===== config.mk =====
export PLATFORM = sky130hd
export DESIGN_NAME = out_port_fifo
export DESIGN_NICKNAME = d
export VERILOG_FILES = /design/src/rtl/out_port_fifo.sv
export SDC_FILE = /design/constraint.sdc
export NUM_CORES = 1
export LEC_CHECK = 0
export ABC_AREA = 1
export CORE_ASPECT_RATIO = 0.9
export CORE_MARGIN = 2
export CORE_UTILIZATION = 30
export CTS_CLUSTER_SIZE = 40
export DETAILED_ROUTE_END_ITERATION = 7
export HOLD_SLACK_MARGIN = 0.03
export SETUP_SLACK_MARGIN = 0.4
export SYNTH_ARGS = -nofsm -noshare
export SYNTH_HDL_FRONTEND = slang
export SYNTH_SLANG_ARGS = --single-unit

===== constraint.sdc =====
create_clock -name clk -period 2.6 [get_ports clk]
set_input_delay 0.26 -clock clk [delete_from_list [all_inputs] [get_ports clk]]
set_output_delay 0.26 -clock clk [all_outputs]
set_load 0.01 [all_outputs]

===== src/rtl/out_port_fifo.sv =====
// First-word-fall-through output-port FIFO that drops words on overflow instead of stalling the core.
// Define OUT_PORT_DROP_CNT_EN to add the saturating dropped-push counter on o_drop_cnt.
module out_port_fifo #(
  parameter int unsigned DATA_W = 16,
  parameter int unsigned DEPTH  = 4,
  parameter int unsigned ADDR_W = 2
) (
  input  logic              clk,
  input  logic              rst,
  input  logic              i_out_write,
  input  logic [DATA_W-1:0] i_out_data,
  output logic              o_valid,
  output logic [DATA_W-1:0] o_data,
  input  logic              i_ready,
  output logic              o_full,
  output logic              o_empty,
  output logic [ADDR_W:0]   o_count,
  output logic              o_overflow,
  input  logic              i_ovf_clr
`ifdef OUT_PORT_DROP_CNT_EN
  ,
  output logic [7:0]        o_drop_cnt
`endif
);

  localparam int unsigned CNT_W = ADDR_W + 1;

  logic [DATA_W-1:0] mem [DEPTH];
  // Pointers carry one extra wrap bit so their difference is the occupancy.
  logic [CNT_W-1:0]  wr_ptr;
  logic [CNT_W-1:0]  rd_ptr;
  logic [CNT_W-1:0]  count;
  logic              pop;
  logic              push;
  logic              drop;

  assign count   = wr_ptr - rd_ptr;
  assign o_count = count;
  assign o_full  = (count == CNT_W'(DEPTH));
  assign o_empty = (count == '0);
  assign o_valid = !o_empty;
  assign o_data  = mem[rd_ptr[ADDR_W-1:0]];

  // A pop frees a slot in the same edge, so a full FIFO can still accept a push.
  always_comb begin
    pop  = o_valid & i_ready;
    push = i_out_write & (!o_full | pop);
    drop = i_out_write & o_full & !pop;
  end

  always_ff @(posedge clk or negedge rst) begin
    if (!rst) begin
      wr_ptr <= '0;
      rd_ptr <= '0;
    end else begin
      if (push) wr_ptr <= wr_ptr + CNT_W'(1);
      if (pop)  rd_ptr <= rd_ptr + CNT_W'(1);
    end
  end

  always_ff @(posedge clk or negedge rst) begin
    if (!rst) begin
      for (int unsigned i = 0; i < DEPTH; i++) mem[i] <= '0;
    end else if (push) begin
      mem[wr_ptr[ADDR_W-1:0]] <= i_out_data;
    end
  end

  // Sticky loss flag; a drop in the clearing cycle wins.
  always_ff @(posedge clk or negedge rst) begin
    if (!rst)           o_overflow <= 1'b0;
    else if (drop)      o_overflow <= 1'b1;
    else if (i_ovf_clr) o_overflow <= 1'b0;
  end

`ifdef OUT_PORT_DROP_CNT_EN
  always_ff @(posedge clk or negedge rst) begin
    if (!rst)                             o_drop_cnt <= 8'd0;
    else if (i_ovf_clr)                   o_drop_cnt <= drop ? 8'd1 : 8'd0;
    else if (drop && o_drop_cnt != 8'hFF) o_drop_cnt <= o_drop_cnt + 8'd1;
  end
`endif

endmodule


Word-level counts from Yosys, hierarchy flattened. Cells that the tools add are included.

Register bits: 71. Bits in latches: 0. RAM bits: 0. ROM bits: 0. Word-level logic and storage cells: 35. Memories: 0.

$add $sub $neg: 3. $mul: 0. Div/mod/pow operators: 0. Order comparisons: 3. Equality and inequality tests: 1. Shift operators: 0. Multiplexer cells: 8. Bitwise gates (word level): 7. Reductions and logical operators: 6.

Operators with widths (count): bitwise mux 64 bit (1); two-way mux 16 bit (3); binary-select mux 16 bit (select 2 bit) (1); demux 16 bit (select 2 bit) (1); adder 3 x 1 -> 3 bit, second input constant (2); greater-or-equal comparator 3 bit, second input constant (2); inverter 2 -> 3 bit (2); bitwise AND 1 bit (4); equality test 3 bit, second input constant (1); logical NOT 1 bit (3); logical NOT 3 bit (1); < comparator 3 x 1 -> 1 bit, second input constant (1); subtractor 3 bit (1); two-way mux 1 bit (2); nonzero test 2 bit (1); logical AND 1 bit (1); bitwise OR 1 bit (1).

Logic depth before layout (Yosys ltp). Gate-level depths: netlist (run 1).

Word-level depth: 7. Depth in mapped cells: 11.

Worst setup path after synthesis (run 1). Ideal clock, no wire load.

Kind: register to register. Start: register wr_ptr[0]. End: register mem[16] (netlist bit). Library setup time: 0.117 ns. Arrival time: 1.883 ns. Setup slack: 0.600 ns. Stages on the path, launching flop included: 11. Path buffers: 2. Path through: dfrtp_1 -> inv_1 -> ha_1 -> fa_1 -> nand2_1 -> inv_1 -> nand3_4 -> buf_4 -> buf_4 -> nand4_1 -> nand2_1.

Cells in the longest elaborated chain, start to end: 6.

RTL lines: from (decl) (RTL line 30) `logic [CNT_W-1:0] wr_ptr;`; from (signal assigned) (RTL line 56) `if (push) wr_ptr <= wr_ptr + CNT_W'(1);`; subtractor 3 bit or inverter 2 -> 3 bit (tied branches) (RTL line 37, 65); logical NOT 3 bit, or another cell as far along (RTL line 40) `assign o_empty = (count == '0);`; logical NOT 1 bit or logical AND 1 bit (tied branches) (RTL line 41, 65); bitwise AND 1 bit or two-way mux 16 bit (tied branches) (RTL line 46, 65); bitwise OR 1 bit or demux 16 bit (select 2 bit) (tied branches) (RTL line 47, 65); bitwise AND 1 bit or bitwise mux 64 bit (tied branches) (RTL line 47, 65); to (signal, indexed assignment) (RTL line 65) `mem[wr_ptr[ADDR_W-1:0]] <= i_out_data;`; to (decl) (RTL line 28) `logic [DATA_W-1:0] mem [DEPTH];`.

Parallel ways exist; a longest one is shown, timed or not. A chain may end at the register's enable or synchronous reset.

Worst setup path in the final report (run 1).
Start: register wr_ptr[0]. End: output port o_empty.

Cells in the longest elaborated chain, start to end: 2.

RTL lines: subtractor 3 bit (RTL line 37) `assign count = wr_ptr - rd_ptr;`; logical NOT 3 bit (RTL line 40); to (decl) (RTL line 16) `output logic o_empty,`.

Every way passes these cells.

==> results of run 1 <==
-- worst register-to-register path, delay by kind of cell, from the launching register on --
kind          cells  cell delay [ns]
flops             1             0.36
buf+inv           3             0.43
simple gates      4             0.44
fa+ha+maj         2             0.78
-- cell type report --
| cell class | count | share of cell area [%] |
|---|---|---|
| multi-input combinational | 315 | 34.7 |
| tap | 156 | 4.24 |
| clock inverter | 5 | 2.80 |
| timing repair buffer | 66 | 13.1 |
| sequential | 71 | 38.6 |
| inverter | 14 | 1.28 |
| clock buffer | 11 | 5.27 |
-- through the flow --
stage	cells	util (%)	hold slack, ns	instance area (µm²)	setup slack (ns)
4_1_cts	632	39.3	0.467	4520	0.248
3_3_place_gp	614	35.8	0.321	4110	0.256
5_1_grt	638	40.1	0.481	4600	0.338
2_1_floorplan	435	-	-0.0356	3530	0.600
3_5_place_dp	614	35.8	0.330	4110	0.189
6_report	638	40.1	0.463	4600	0.394
-- cell usage after synthesis, drive strengths merged --
master	n	share of area, %
nand2	148	16
xnor2	1	0.25
dfrtp	71	50
nand4	65	12
buf	19	2.7
fa	1	0.57
o21ai	34	4.8
nand3	11	2.5
nor2	33	3.5
inv	14	1.5
ha	6	2.1
o22ai	16	2.8
clkbuf	16	1.7
-- sequential cells by signal (all words and copies together) (netlist names) --
register and cells:
o_overflow 1, mem 64, rd_ptr 3, wr_ptr 3
-- cells in the final DEF, fill, tap and decap left out, drive strengths merged, types with 4 or more instances in the layout --
cell type,count
dlygate4sd2,16
o22ai,16
bufinv,4
o21ai,34
nand2,148
nand4,65
clkbuf,12
dfrtp,71
nor2,33
inv,13
clkdlybuf4s50,20
ha,6
buf,26
nand3,11
-- cells by family (layout without fill, tap and decap cells) --
kind of cell             Yosys count  in the layout  share of synthesized area (%)
AO/OA/AOI/OAI                     50             50                           7.65
XOR/XNOR                           1              1                          0.248
adder cells (fa/ha/maj)            7              7                           2.69
buffers and inverters             49             96                           5.84
flip-flops                        71             71                           50.3
AND/OR/NAND/NOR                  257            257                           33.3
-- how the worst max path moves through the flow --
stage	slack, ns	endpoint	cells after the start	start
after floorplan	0.60	mem[16]$_DFFE_PN0P_	10	wr_ptr[0]$_DFFE_PN0P_
after global placement	0.26	o_empty	8	wr_ptr[0]$_DFFE_PN0P_
after detailed placement	0.19	o_empty	8	wr_ptr[0]$_DFFE_PN0P_
after CTS	0.25	o_empty	10	wr_ptr[0]$_DFFE_PN0P_
after global routing	0.34	o_empty	8	wr_ptr[0]$_DFFE_PN0P_
final	0.39	o_empty	8	wr_ptr[0]$_DFFE_PN0P_
-- routing by layer --
layer / track usage [%] / wire length (µm) / up-vias
li1: - / - / 1572
met1: 22.4 / 4730 / 1585
met2: 27.1 / 4930 / 94
met3: 2.39 / 422 / 20
met4: 7.82 / 226 / 0
met5: 0 / 0 / -
-- power groups by stage --
stage / registers [mW] / logic, mW / clock network, mW
3_5_place_dp: 1.90 / 3.19 / 0
6_report: 1.90 / 3.28 / 1.53
5_1_grt: 1.97 / 3.63 / 1.60
2_1_floorplan: 1.86 / 1.86 / 0
4_1_cts: 1.90 / 3.08 / 1.55
3_3_place_gp: 1.90 / 3.15 / 0
-- repair_timing --
item,CTS,global route
pin swaps,2,5
hold endpoints to repair,26,0
gates resized for setup,39,16
setup buffers,1,6
hold buffers,1,0
endpoints found under the setup margin,79,28
==> out/metrics.yaml, run 1 <==
sta:
  min_period_ns: 2.21
  period_share_pct: 84.8
  drv_slew: 0
  setup_violations: 0
  fin_tns_setup_ns: 0
  finalHoldViolations: 0
  tightest_slew_ns: 0.670
  grt_setup_unrepaired: "true"
  fmax_mhz: 453
  finClkSkew_ns: 0.00472
  max_slew_margin_pct: 55.3
power:
  power.switching_mw: 2.73
  combinationalPowerShare_pct: 48.9
  p_int_mw: 3.99
  total_power_mw: 6.71
  pwr-share-seq_pct: 28.3
  power_density_nw_per_um2: 1460
  ir_drop_mv: 0.423
  pwr-share-clk_pct: 22.8
  p_leak_nw: 2.27
  swShare_pct: 40.6
cts:
  clock_path_buffers: 2
  clock_latency_ns: 0.33
  path_clk_slew_ns: 0.05
  cts_root_buffer: "clkbuf_16"
  clock_sinks: 71
  cts_buffers: 9
  cts_tree: "yes"
  htreeDepth: 3
layout:
  diodes: 0
  drive_gt1_share_pct: 11.8
  regArea_um2: 1780
  fill_cells: 1192
  finalNetCount: 505
  multiInputGateArea_um2: 1600
  area_growth_pct: 30.2
critical_path:
  path_buf_inv: 4
  worstRegToRegCells: 9
  crit_required_ns: 2.34
  critPathArrivalTime_ns: 1.95
  critPathLaunchType: "register"
  cp-end-kind: "output port"
  critPathTopFamily: "adder cells"
  r2r_start: "wr_ptr[0]$_DFFE_PN0P_"
  path_max_fanout: 4
  r2r-end: "mem[55]$_DFFE_PN0P_"
  cp_slowest_cell: "fa_2"
  r2r_slack_ns: 0.48
  critPathKind: "register to output port"
  cp_cell_sequence: "inv_2, ha_2, fa_2, nand2_2, inv_4, nand2_4, inv_1, clkbuf_2"
  critPathMaxStageDelay_ns: 0.59
min_path:
  hp-class: "register to register"
  whs_endpoint: "mem[28]$_DFFE_PN0P_"
  hold_depth: 2
  min_from: "mem[28]$_DFFE_PN0P_"
synth:
  postSynthCellCount: 435
  ys_types: 18
  yosysSeqAreaShare_pct: 50.3
  synth_area_um2: 3530
  syn_area_per_cell_um2: 8.12
  synth_seq_cells: 71
  ys_warn_count: 0
  synth_fp_nets: 463
place:
  gp_congestion: 0.783
  place.port_buffers: 43
  hpwl_um: 6150
floorplanning:
  coreArea_um2: 11500
  fp.dieArea_um2: 12700
  die_height_um: 107
  ioPinCount: 44
  rows: 37
  start_util_pct: 30.8
  die_w_um: 118
routing:
  vias_per_cell: 5.13
  first_pass_iters: 5
  drt_wl_total_um: 10300
  drc_errors: 0
  routedWlPerCell_um: 16.2
  ant_nets: 0
  drtIter0Drc: 210
  dr_total_vias: 3271
grt:
  grt_max_degree: 51
  antenna_found_initial: 0
  grt_first_pass_wirelength_um: 16600
  gr-total-overflow: 0
  grt_pass1_vias: 3176
  grtUsageTotal_pct: 16.8
run:
  drv_cap: 0
status:
  status: "complete, no violations"
Note: power is estimated with default switching activity, not from simulation.
==> run 2: changes to the inputs <==
==> constraint.sdc (replaced) <==
create_clock -name clk -period 1.95 [get_ports clk]
set_input_delay 0.195 -clock clk [delete_from_list [all_inputs] [get_ports clk]]
set_output_delay 0.195 -clock clk [all_outputs]
set_load 0.01 [all_outputs]
==> run 2 against run 1 <==
- the run now ends with negative setup slack left
- routed wire length rose by 9.9%
- worst hold slack got worse by 0.038 ns
- flip-flop and latch count did not move
- largest power group unchanged
- via count rose by 5.1%
- clock-buffer cell count rose by 1
- critical path depth did not move
- combinational power rose by 72%
==> out/metrics.yaml, run 2 (synthesis gave the netlist of run 1 again) <==
sta:
  min_period_ns: 2.03
  worst_slack_ns: -0.0792  # -0.474 ns
  setup_violations: 69  # +69
  period_share_pct: 104
  finClkSkew_ns: 0.00653  # +0.00181 ns
  tightest_slew_ns: 0.602  # -0.0678 ns
  drv_slew: 0  # unchanged
  grt_setup_unrepaired: "true"
  fmax_mhz: 493
  max_slew_margin_pct: 59.8  # +4.5 points
  finalHoldViolations: 0  # unchanged
  holdWs_ns: 0.425  # -0.0384 ns
  fin_tns_setup_ns: -3.25  # -3.25 ns
critical_path:
  critPathKind: "register to output port"
  worstRegToRegCells: 10  # +1
  r2r_slack_ns: -0.08  # -0.56 ns
  crit_required_ns: 1.75  # -0.59 ns
  path_max_fanout: 3  # -1
  critPathArrivalTime_ns: 1.83  # -0.12 ns
  setup.worst_path.end: "o_empty"
  r2r_start: "wr_ptr[0]$_DFFE_PN0P_"
  critPathLaunchType: "register"
  crit_start: "wr_ptr[0]$_DFFE_PN0P_"
  cp-end-kind: "output port"
  r2r-end: "mem[62]$_DFFE_PN0P_"
routing:
  vias_per_cell: 5.16  # +0.56%
  drc_errors: 0  # unchanged
  dr_total_vias: 3439  # +5.1%
  first_pass_iters: 4  # -1
  drt_wl_total_um: 11300  # +9.9%
  ant_nets: 0  # unchanged
  routedWlPerCell_um: 17.0  # +5.1%
  drtIter0Drc: 255  # +21%
layout:
  layout_commonest_cell: "nand2_1"
  area_growth_pct: 43.8
  diodes: 0  # unchanged
  final_area_um2: 5080  # +10%
  reg_top3: "mem: 64 flops, rd_ptr: 3 flops, wr_ptr: 3 flops"
  largest_reg_flops: 64  # unchanged
  fin_util_pct: 44.2  # +4.2 points
  fill_cells: 1143  # -4.1%
  layout_common_cells: "nand2_1, dfrtp_1, nand4_1"
  stdcell_count: 667  # +4.5%
  finalNetCount: 534  # +5.7%
  drive_gt1_share_pct: 28.2  # +16 points
  top_register: "mem"
power:
  total_power_mw: 9.77  # +46%
  ir_drop_mv: 0.606  # +43%
  power_density_nw_per_um2: 1920  # +32%
  p_leak_nw: 2.47  # +8.8%
run:
  drv_cap: 0  # unchanged
min_path:
  hp-class: "input port to register"
place:
  dpl-instance-area_um2: 4310  # +4.9%
  hpwl_um: 6790  # +10%
  place.port_buffers: 43  # unchanged
  dp_cells: 634  # +3.3%
  place_ws_ns: -0.190  # -0.379 ns
  gp_congestion: 0.809  # +3.3%
floorplanning:
  fp.dieArea_um2: 12700  # unchanged
  coreArea_um2: 11500  # unchanged
  die_w_um: 118  # unchanged
  rows: 37  # unchanged
  die_height_um: 107  # unchanged
  ioPinCount: 44  # unchanged
  start_util_pct: 30.8  # unchanged
grt:
  gr-total-overflow: 0  # unchanged
  grtUsageTotal_pct: 17.7  # +0.94 points
  grt_pass1_vias: 3469  # +9.2%
  grt_max_degree: 72  # +41%
  antenna_found_initial: 0  # unchanged
  grt_first_pass_wirelength_um: 17600  # +6.4%
status:
  status: "finished with violations"
  violations: "negative setup slack"
cts:
  cts_root_buffer: "clkbuf_16"
  cts_buffers: 9  # unchanged
  path_clk_slew_ns: 0.06  # about the same
  htreeDepth: 3  # unchanged
  cts_tree: "yes"
  clock_latency_ns: 0.33  # about the same
  clock_sinks: 71  # unchanged
  clock_path_buffers: 2  # unchanged
run 2: how the worst min path moves through the flow:
stage                        endpoint         from  slack [ns]  depth (start not counted)
2_1_floorplan      mem[0]$_DFFE_PN0P_          rst       -0.10                          0
6_report          mem[15]$_DFFE_PN0P_  i_out_write        0.42                          3
3_3_place_gp       mem[1]$_DFFE_PN0P_          rst        0.26                          2
5_1_grt        o_overflow$_DFFE_PN0P_    i_ovf_clr        0.44                          2
4_1_cts           mem[15]$_DFFE_PN0P_  i_out_write        0.37                          3
3_5_place_dp       mem[1]$_DFFE_PN0P_          rst        0.26                          2
run 2: layout make-up:
class                   instances  area (µm²)  share of cell area, %
flip-flops and latches         71        1780                   35.0
clock buffers                  12         256                   5.05
well taps                     156         195                   3.84
repair buffers                 94        1010                   19.8
clock inverters                 4        20.0                  0.394
multi-input cells             316        1760                   34.6
inverters                      14        65.1                   1.28
run 2: report_power, final:
part	leakage, nW	internal [mW]	switching, mW
Sequential	0.888	2.17	0.439
Combinational	1.44	2.57	3.07
Clock	0.142	0.922	0.608
run 2: repair_timing:
item	in CTS	in global routing
pin swaps	17	23
buffers inserted	7	2
hold buffers	1	0
endpoints found under the hold margin	71	0
gates cloned	0	7
setup endpoints to repair	93	93
resized for setup	150	63
run 2: worst max-delay path, stage by stage (launching register included):
cell and delay (ns):
dfrtp_1 0.37, inv_2 0.06, ha_4 0.15, fa_2 0.54
nand2_2 0.07, inv_2 0.07, nand2_2 0.07, inv_1 0.06
buf_2 0.12
run 2: layer usage:
layer  GRT usage [%]  share of wire, %  wire [µm]  vias up
met5               0                 0          0        -
met2            29.3                50       5660      111
li1                -                 -          -     1633
met1            23.0                43       4860     1684
met4            4.76              0.93        105        0
met3            4.84               6.1        690       11
==> run 3: changes to the inputs <==
--- a/config.mk
+++ b/config.mk
@@ -6,6 +6,7 @@
 export NUM_CORES = 1
 export LEC_CHECK = 0
 export ABC_AREA = 1
+export ABC_CLOCK_PERIOD_IN_PS = 1950
 export CORE_ASPECT_RATIO = 0.9
 export CORE_MARGIN = 2
 export CORE_UTILIZATION = 30
==> results of run 3 <==
The final DEF is identical to that of run 2; final timing and power are the same.
